$ cat src/rtl/coin_acceptor.sv
// coin_acceptor: debounces two coin sensors, queues coin codes in a 4-deep FIFO and emits them to the vending FSM.
// Ports: clk, rst (async active-high); coin5_sns/coin10_sns raw sensors; inhibit rejects new coins;
// x coin code (01 five, 10 ten) for one cycle per coin; reject one-cycle pulse per rejected coin;
// busy while coins queued or emitting; fifo_cnt queue occupancy 0..4.
// Optional macro COIN_TOTAL_EN adds total_clr input and coin_total output (accepted value in 5-unit steps, saturating).
module coin_acceptor #(
  parameter int DEBOUNCE_CYCLES = 16
) (
  input  logic       clk,
  input  logic       rst,
  input  logic       coin5_sns,
  input  logic       coin10_sns,
  input  logic       inhibit,
`ifdef COIN_TOTAL_EN
  input  logic       total_clr,
  output logic [7:0] coin_total,
`endif
  output logic [1:0] x,
  output logic       reject,
  output logic       busy,
  output logic [2:0] fifo_cnt
);
  localparam logic [1:0] IDLE = 2'd0, EMIT = 2'd1, GAP = 2'd2;
  localparam logic [7:0] LAST = 8'(DEBOUNCE_CYCLES - 1);
  logic [1:0] ev;
  logic [1:0] state;
  logic [1:0] mem [4];
  logic [1:0] wp, rp, code;
  logic pop, push, rej;
  for (genvar i = 0; i < 2; i++) begin : g_ch
    logic meta, sync, lvl;
    logic [7:0] dcnt;
    always_ff @(posedge clk or posedge rst)
      if (rst) begin
        meta <= 1'b0;
        sync <= 1'b0;
        lvl  <= 1'b0;
        dcnt <= '0;
      end else begin
        meta <= i == 0 ? coin5_sns : coin10_sns;
        sync <= meta;
        if (sync == lvl) dcnt <= '0;
        else if (dcnt == LAST) begin
          dcnt <= '0;
          lvl  <= sync;
        end else dcnt <= dcnt + 8'd1;
      end
    // Event fires in the cycle whose closing edge raises the debounced level.
    assign ev[i] = sync & ~lvl & (dcnt == LAST);
  end
  always_comb begin
    pop  = (state == IDLE) & (fifo_cnt != 3'd0);
    push = (^ev) & ~inhibit & ((fifo_cnt != 3'd4) | pop);
    rej  = (&ev) | ((^ev) & ~push);
    code = ev[0] ? 2'b01 : 2'b10;
  end
  assign busy = (fifo_cnt != 3'd0) | (state != IDLE);
  always_ff @(posedge clk)
    if (push) mem[wp] <= code;
  always_ff @(posedge clk or posedge rst)
    if (rst) begin
      wp       <= '0;
      rp       <= '0;
      fifo_cnt <= '0;
      state    <= IDLE;
      x        <= 2'b00;
      reject   <= 1'b0;
    end else begin
      wp       <= wp + 2'(push);
      rp       <= rp + 2'(pop);
      fifo_cnt <= fifo_cnt + 3'(push) - 3'(pop);
      state    <= state == IDLE ? (pop ? EMIT : IDLE) : state == EMIT ? GAP : IDLE;
      x        <= pop ? mem[rp] : 2'b00;
      reject   <= rej;
    end
`ifdef COIN_TOTAL_EN
  logic [8:0] sum;
  assign sum = 9'(coin_total) + (ev[1] ? 9'd2 : 9'd1);
  always_ff @(posedge clk or posedge rst)
    if (rst) coin_total <= '0;
    else if (total_clr) coin_total <= '0;
    else if (push) coin_total <= sum[8] ? 8'hFF : sum[7:0];
`endif
endmodule

$ cat config.mk
export PLATFORM = sky130hd
export DESIGN_NAME = coin_acceptor
export DESIGN_NICKNAME = d
export VERILOG_FILES = /design/src/rtl/coin_acceptor.sv
export SDC_FILE = /design/constraint.sdc
export NUM_CORES = 1
export LEC_CHECK = 0
export ABC_AREA = 0
export CORE_MARGIN = 1.5
export CORE_UTILIZATION = 50
export CTS_BUF_LIST = sky130_fd_sc_hd__clkbuf_8
export CTS_CLUSTER_DIAMETER = 40
export CTS_CLUSTER_SIZE = 8
export DETAILED_ROUTE_END_ITERATION = 12
export GPL_TIMING_DRIVEN = 0
export PLACE_DENSITY_LB_ADDON = 0.08
export SYNTH_ARGS = -nofsm -noshare
export SYNTH_HDL_FRONTEND = slang
export SYNTH_SLANG_ARGS = --single-unit
$ cat constraint.sdc
create_clock -name clk -period 2.8 [get_ports clk]
set_input_delay 0.56 -clock clk [delete_from_list [all_inputs] [get_ports clk]]
set_output_delay 0.56 -clock clk [all_outputs]
set_load 0.02 [all_outputs]
==> flow_metrics.py, run 1 <==
metrics = {
    "outcome": {
        "status": "finished, violations left",
        "violations": "negative setup slack",
    },
    "synth": {
        "synthCells": 147,
        "synth_nets": 162,
        "syn_area_per_cell_um2": 12.4,
        "syn-cell-area_um2": 1820,
        "yosysSeqAreaShare_pct": 60.0,
        "synth_cell_type_count": 35,
        "synth_seq_cells": 42,
        "synth_warnings": 0,
    },
    "global_routing": {
        "grt_usage_pct": 17.0,
        "overflow": 0,
        "grt_pass1_vias": 1180,
        "grt_max_degree": 35,
        "antenna_found_initial": 0,
        "grt_first_pass_wirelength_mm": 5.20,
    },
    "worst_setup_path": {
        "arrival_ns": 3.07,
        "cp_max_fo": 2,
        "cp-start-kind": "flip-flop",
        "r2r-end": "fifo_cnt[2]",
        "crit_end": "fifo_cnt[2]",
        "r2r_setup_slack_ns": -0.08,
        "startpoint": "g_ch[0].dcnt[4]",
        "critPathRequiredTime_ns": 2.99,
        "r2r_cells": 13,
        "r2r_start": "g_ch[0].dcnt[4]",
        "critPathCaptureType": "flip-flop",
        "path_class": "reg2reg",
    },
    "clock_network": {
        "cts.sinks": 42,
        "cts_buffers": 5,
        "clockRootBuffer": "clkbuf_8",
        "htree_levels": 2,
        "cts_tree": "built",
        "clk_latency_ns": 0.29,
        "cts_hold_buffers": 0,
        "cts_max_path_buffers": 2,
        "clk_pin_slew_ns": 0.09,
    },
    "sta": {
        "period_minus_slack_ns": 2.88,
        "hold_violations": 0,
        "tns_ns": -0.0818,
        "tightest_slew_ns": 0.424,
        "rsz0062_at_grt": "true",
        "setup_slack_ns": -0.0818,
        "slew_viol_final": 0,
        "relSlewSlack_pct": 71.7,
        "setup-violations-final": 1,
        "timing.final.crit_share_pct": 103,
        "finalHoldWorstSlack_ns": 0.354,
        "fmax_ghz": 0.347,
        "worst_clock_skew_ns": 0.00583,
    },
    "power": {
        "p_leak_nw": 0.913,
        "ir_drop_uv": 414,
        "cellPowerDensity_nw_per_um2": 740,
        "power.total_mw": 1.66,
    },
    "final_layout": {
        "diodes": 0,
        "drive_above_1_share_pct": 22.3,
        "mostFrequentLayoutCell": "dfrtp_1",
        "final_core_util_pct": 65.7,
        "nNetsFinal": 189,
        "mostFrequentLayoutCells": "34 x dfrtp_1, 11 x clkdlybuf4s50_1, 9 x nand2_1, 9 x nor2_1",
        "stdcell_area_um2": 2240,
        "n_fill_cell": 257,
        "areaGrowthSynthToFinish_pct": 23.5,
        "instances_no_fill": 221,
    },
    "route": {
        "ant_nets": 0,
        "first_pass_iters": 4,
        "drc": 0,
        "wirelength_mm": 2.95,
        "vias_per_cell": 5.23,
        "drt_first_iter_violations": 47,
        "wl_per_cell_um": 13.3,
        "vias": 1155,
    },
    "floorplan": {
        "die-area_um2": 4010,
        "pin_count": 12,
        "start_util_pct": 53.2,
        "core_area_um2": 3420,
        "die_w_um": 63.3,
        "rows": 21,
        "die_y_um": 63.3,
    },
    "placed_design": {
        "pre_cts_slack_ns": -0.446,
        "dp_cells": 204,
        "placed_area_um2": 2000,
        "portBuffers": 11,
        "dp_hpwl_mm": 2.00,
        "gp_congestion": 0.706,
    },
    "run": {
        "cap_violations": 0,
    },
    "min_path": {
        "hold_path.class": "reg2reg",
    },
}
-- metal layers --
| metal | GRT usage, % | vias up | routed length [µm] |
|---|---|---|---|
| li1 | - | 574 | - |
| met2 | 29.5 | 18 | 1530 |
| met4 | 7.07 | 0 | 42 |
| met5 | 0 | - | 0 |
| met1 | 20.1 | 559 | 1300 |
| met3 | 4.29 | 4 | 80 |
-- logic make-up (layout without fill, tap and decap cells) --
family,after synthesis,count (layout),share of synthesized area [%]
compound gates,21,21,7.02
buf+inv,12,40,2.48
fa+ha+maj,10,10,7.30
flops,42,42,60.0
xor+xnor,7,7,3.37
mux,4,4,3.72
simple gates,51,51,16.1
-- critical path: stages, from the launching register on --
cell	delay [ns]
dfrtp_1	0.39
or4_4	0.57
nor2_4	0.10
and2_4	0.17
ha_4	0.13
inv_2	0.03
a311o_2	0.34
ha_4	0.23
inv_4	0.05
ha_4	0.11
inv_2	0.03
fa_2	0.37
xnor2_2	0.14
xnor2_1	0.12
-- state kept, by name (all words and copies together) (netlist names) --
name and count:
g_ch.meta 2, g_ch.lvl 2, fifo_cnt 3, wp 2, mem 8, g_ch.sync 2, g_ch.dcnt 16, reject 1
rp 2, x 2, state 2
-- synth_stat cells --
master | n | area [µm²]
a311o_1 | 1 | 10.0
a21oi_1 | 7 | 35.0
nor2_2 | 1 | 6.26
o21bai_2 | 1 | 11.3
o21bai_1 | 1 | 7.51
nor2_1 | 9 | 33.8
nand3_1 | 5 | 25.0
or4_4 | 2 | 22.5
a211oi_1 | 1 | 7.51
nor3b_1 | 2 | 15.0
a311oi_1 | 1 | 8.76
nor3_2 | 2 | 20.0
mux2_1 | 2 | 22.5
clkbuf_1 | 1 | 3.75
or3_1 | 6 | 37.5
xor2_1 | 3 | 26.3
nor2b_1 | 2 | 12.5
ha_1 | 9 | 113
xnor2_1 | 4 | 35.0
or3b_1 | 1 | 8.76
nand3b_1 | 1 | 7.51
o21ai_0 | 6 | 30.0
nor3_1 | 4 | 20.0
a31oi_1 | 2 | 12.5
nand4_1 | 2 | 12.5
nand2_1 | 9 | 33.8
fa_1 | 1 | 20.0
edfxtp_1 | 8 | 240
or2_1 | 1 | 6.26
o21ai_1 | 1 | 5.00
dfrtp_1 | 34 | 851
nor3b_2 | 1 | 12.5
mux4_2 | 2 | 45.0
and2_1 | 3 | 18.8
inv_1 | 11 | 41.3
-- layout make-up --
class / count / area (µm²) / area share [%]
repair buffers: 20 / 190 / 8.47
inverters: 11 / 43.8 / 1.95
clock inverters: 3 / 25.0 / 1.11
plain buffers: 1 / 3.75 / 0.167
clock buffers: 5 / 68.8 / 3.07
multi-input cells: 93 / 764 / 34.1
well taps: 46 / 57.6 / 2.56
flip-flops and latches: 42 / 1090 / 48.6
-- worst min path at each step --
stage          slack, ns         start      endpoint  cells after the start
2_1_floorplan       0.33  g_ch[0].meta  g_ch[0].sync                      0
3_3_place_gp        0.34  g_ch[0].meta  g_ch[0].sync                      0
3_5_place_dp        0.34  g_ch[0].meta  g_ch[0].sync                      0
4_1_cts             0.36  g_ch[0].meta  g_ch[0].sync                      0
5_1_grt             0.37  g_ch[1].meta  g_ch[1].sync                      0
6_report            0.35  g_ch[0].meta  g_ch[0].sync                      0
-- timing repair --
item,in CTS,in global routing
endpoints found under the setup margin,2,2
gates resized for setup,12,3
pin swaps,8,0
buffers inserted,6,2
-- power breakdown --
part | leakage (nW) | internal (mW) | switching (mW) | total, mW
Sequential | 0.512 | 0.702 | 0.0826 | 0.785
Combinational | 0.356 | 0.253 | 0.225 | 0.478
Clock | 0.0447 | 0.180 | 0.219 | 0.398
Total | 0.913 | 1.13 | 0.526 | 1.66
Power figures use the tool's default switching activity.
==> run 2: changes to the inputs <==
--- a/config.mk
+++ b/config.mk
@@ -6,6 +6,7 @@
 export NUM_CORES = 1
 export LEC_CHECK = 0
 export ABC_AREA = 0
+export CORE_ASPECT_RATIO = 1.1
 export CORE_MARGIN = 1.5
 export CORE_UTILIZATION = 50
 export CTS_BUF_LIST = sky130_fd_sc_hd__clkbuf_8
==> run 2 against run 1 <==
  * The run still ends with negative setup slack left
  * Critical path type unchanged
  * Clock power down 9.5%
  * Worst setup slack worse by 0.14 ns
  * Largest cell class unchanged
  * Non-clock buffer count is 1 lower
  * Sequential power hardly changed
  * Clock skew increased by 0.00087 ns
  * Critical path depth did not move
==> flow_metrics.py, run 2 (synthesized netlist as in run 1, its figures left out) <==
metrics = {
    "worst_setup_path": {
        "cpLargestDelayFamily": "adder cells",
        "critPathCaptureType": "flip-flop",
        "path_class": "reg2reg",
        "arrival_ns": 3.21,
        "cp-start-kind": "flip-flop",
        "critPathRequiredTime_ns": 2.98,
        "cp_max_fo": 3,
        "path_cells": "or4_4, nor2_4, and2_4, ha_4, inv_2, a311o_1, ha_1, inv_2, ha_4, inv_2, fa_2, xnor2_2, xnor2_1",
        "cp_slowest_stage_delay_ns": 0.56,
        "crit_buf_inv": 3,
        "cp_slowest_cell": "or4_4",
        "cp_common_cell": "inv_2",
    },
    "route": {
        "wirelength_mm": 3.19,
        "drt_first_iter_violations": 57,
        "first_pass_iters": 4,
        "drc": 0,
        "wl_per_cell_um": 14.3,
        "ant_nets": 0,
        "vias": 1208,
        "vias_per_cell": 5.44,
    },
    "clock_network": {
        "clk_pin_slew_ns": 0.08,
        "htree_levels": 2,
        "clockRootBuffer": "clkbuf_8",
        "cts.sinks": 42,
        "cts_hold_buffers": 0,
        "cts_max_path_buffers": 2,
        "clk_latency_ns": 0.29,
        "cts_buffers": 5,
        "cts_tree": "built",
    },
    "final_layout": {
        "largest_reg_flops": 16,
        "drive_above_1_share_pct": 19.5,
        "stdcell_area_um2": 2210,
        "largestRegisters": "g_ch.dcnt: 16 flops, mem: 8 flops, fifo_cnt: 3 flops",
        "nNetsFinal": 188,
        "mostFrequentLayoutCell": "dfrtp_1",
        "diodes": 0,
        "areaGrowthSynthToFinish_pct": 21.5,
        "regMostFlops": "g_ch.dcnt",
        "mostFrequentLayoutCells": "34 x dfrtp_1, 11 x clkdlybuf4s50_1, 9 x nand2_1, 9 x nor2_1, 8 x edfxtp_1",
    },
    "floorplan": {
        "pin_count": 12,
        "die-area_um2": 4010,
        "core_area_um2": 3410,
        "die_w_um": 60.5,
        "start_util_pct": 53.3,
        "rows": 22,
        "die_y_um": 66.2,
    },
    "sta": {
        "timing.final.crit_share_pct": 108,
        "tightest_slew_ns": 0.634,
        "tns_ns": -0.352,
        "slew_viol_final": 0,
        "setup_slack_ns": -0.225,
        "worst_clock_skew_ns": 0.00671,
        "rsz0062_at_grt": "true",
        "period_minus_slack_ns": 3.02,
        "hold_violations": 0,
        "finalHoldWorstSlack_ns": 0.354,
        "relSlewSlack_pct": 57.5,
        "setup-violations-final": 2,
        "fmax_ghz": 0.331,
    },
    "outcome": {
        "status": "finished, violations left",
        "violations": "negative setup slack",
    },
    "placed_design": {
        "placed_area_um2": 2000,
        "portBuffers": 11,
        "gp_congestion": 0.724,
        "dp_hpwl_mm": 2.16,
    },
    "run": {
        "cap_violations": 0,
    },
    "power": {
        "cellPowerDensity_nw_per_um2": 731,
        "ir_drop_uv": 311,
        "p_leak_nw": 0.913,
        "power.total_mw": 1.62,
    },
    "global_routing": {
        "grt_first_pass_wirelength_mm": 5.40,
        "grt_max_degree": 35,
        "grt_usage_pct": 18.3,
        "antenna_found_initial": 0,
        "grt_pass1_vias": 1256,
        "overflow": 0,
    },
    "min_path": {
        "hold_path.class": "reg2reg",
    },
}
==> run 2: cell types whose count changed in the layout (fill, tap and decap cells not counted), sizes merged <==
cell,before,now
buf,9,8
clkinv,2,3
clkinvlp,1,0
==> run 2: worst paths after layout <==
| check | from | endpoint | slack (ns) | depth (start not counted) |
|---|---|---|---|---|
| worst max-delay path | g_ch[0].dcnt[7] | fifo_cnt[2] | -0.22 | 13 |
| worst min-delay path | g_ch[1].meta | g_ch[1].sync | 0.35 | 0 |
| worst max register to register | g_ch[0].dcnt[7] | fifo_cnt[2] | -0.22 | 13 |
| worst min register to register | g_ch[1].meta | g_ch[1].sync | 0.35 | 0 |
| max in group asynchronous | rst | g_ch[0].meta | 1.77 | 3 |
| min in group asynchronous | rst | fifo_cnt[2] | 0.58 | 2 |
==> run 2: metrics by stage <==
step                      setup slack [ns]  std cells  utilization (%)
after global routing                -0.308        222             64.7
after floorplan                     -0.246        147                -
after global placement              -0.377        206             58.5
after CTS                           -0.120        219             63.1
final                               -0.225        222             64.7
after detailed placement            -0.406        206             58.5
==> run 2: timing repair <==
item / 4_1_cts / 5_1_grt
pin swaps: 6 / 8
setup buffers: 5 / 2
gates resized for setup: 5 / 6
setup endpoints to repair: 2 / 2
gates cloned: 0 / 0
==> run 2: area by class of cell <==
cell class              instances  area, µm²
plain buffers                   1       3.75
well taps                      48       60.1
clock inverters                 3       12.5
fillers                       279       1200
inverters                      11       41.3
flip-flops and latches         42       1090
clock buffers                   5       68.8
repair buffers                 19        190
multi-input cells              93        741
==> run 2: per-layer routing <==
layer / vias to the layer above / global-route usage, % / wire [µm]
li1: 570 / - / -
met1: 606 / 20.6 / 1300
met2: 26 / 32.5 / 1720
met3: 6 / 5.87 / 121
met4: 0 / 5.71 / 40
met5: - / 0 / 0
==> run 2: power breakdown <==
group	internal (mW)	switching [mW]	total, mW
Clock	0.168	0.192	0.360
Combinational	0.247	0.221	0.468
Sequential	0.703	0.0844	0.787
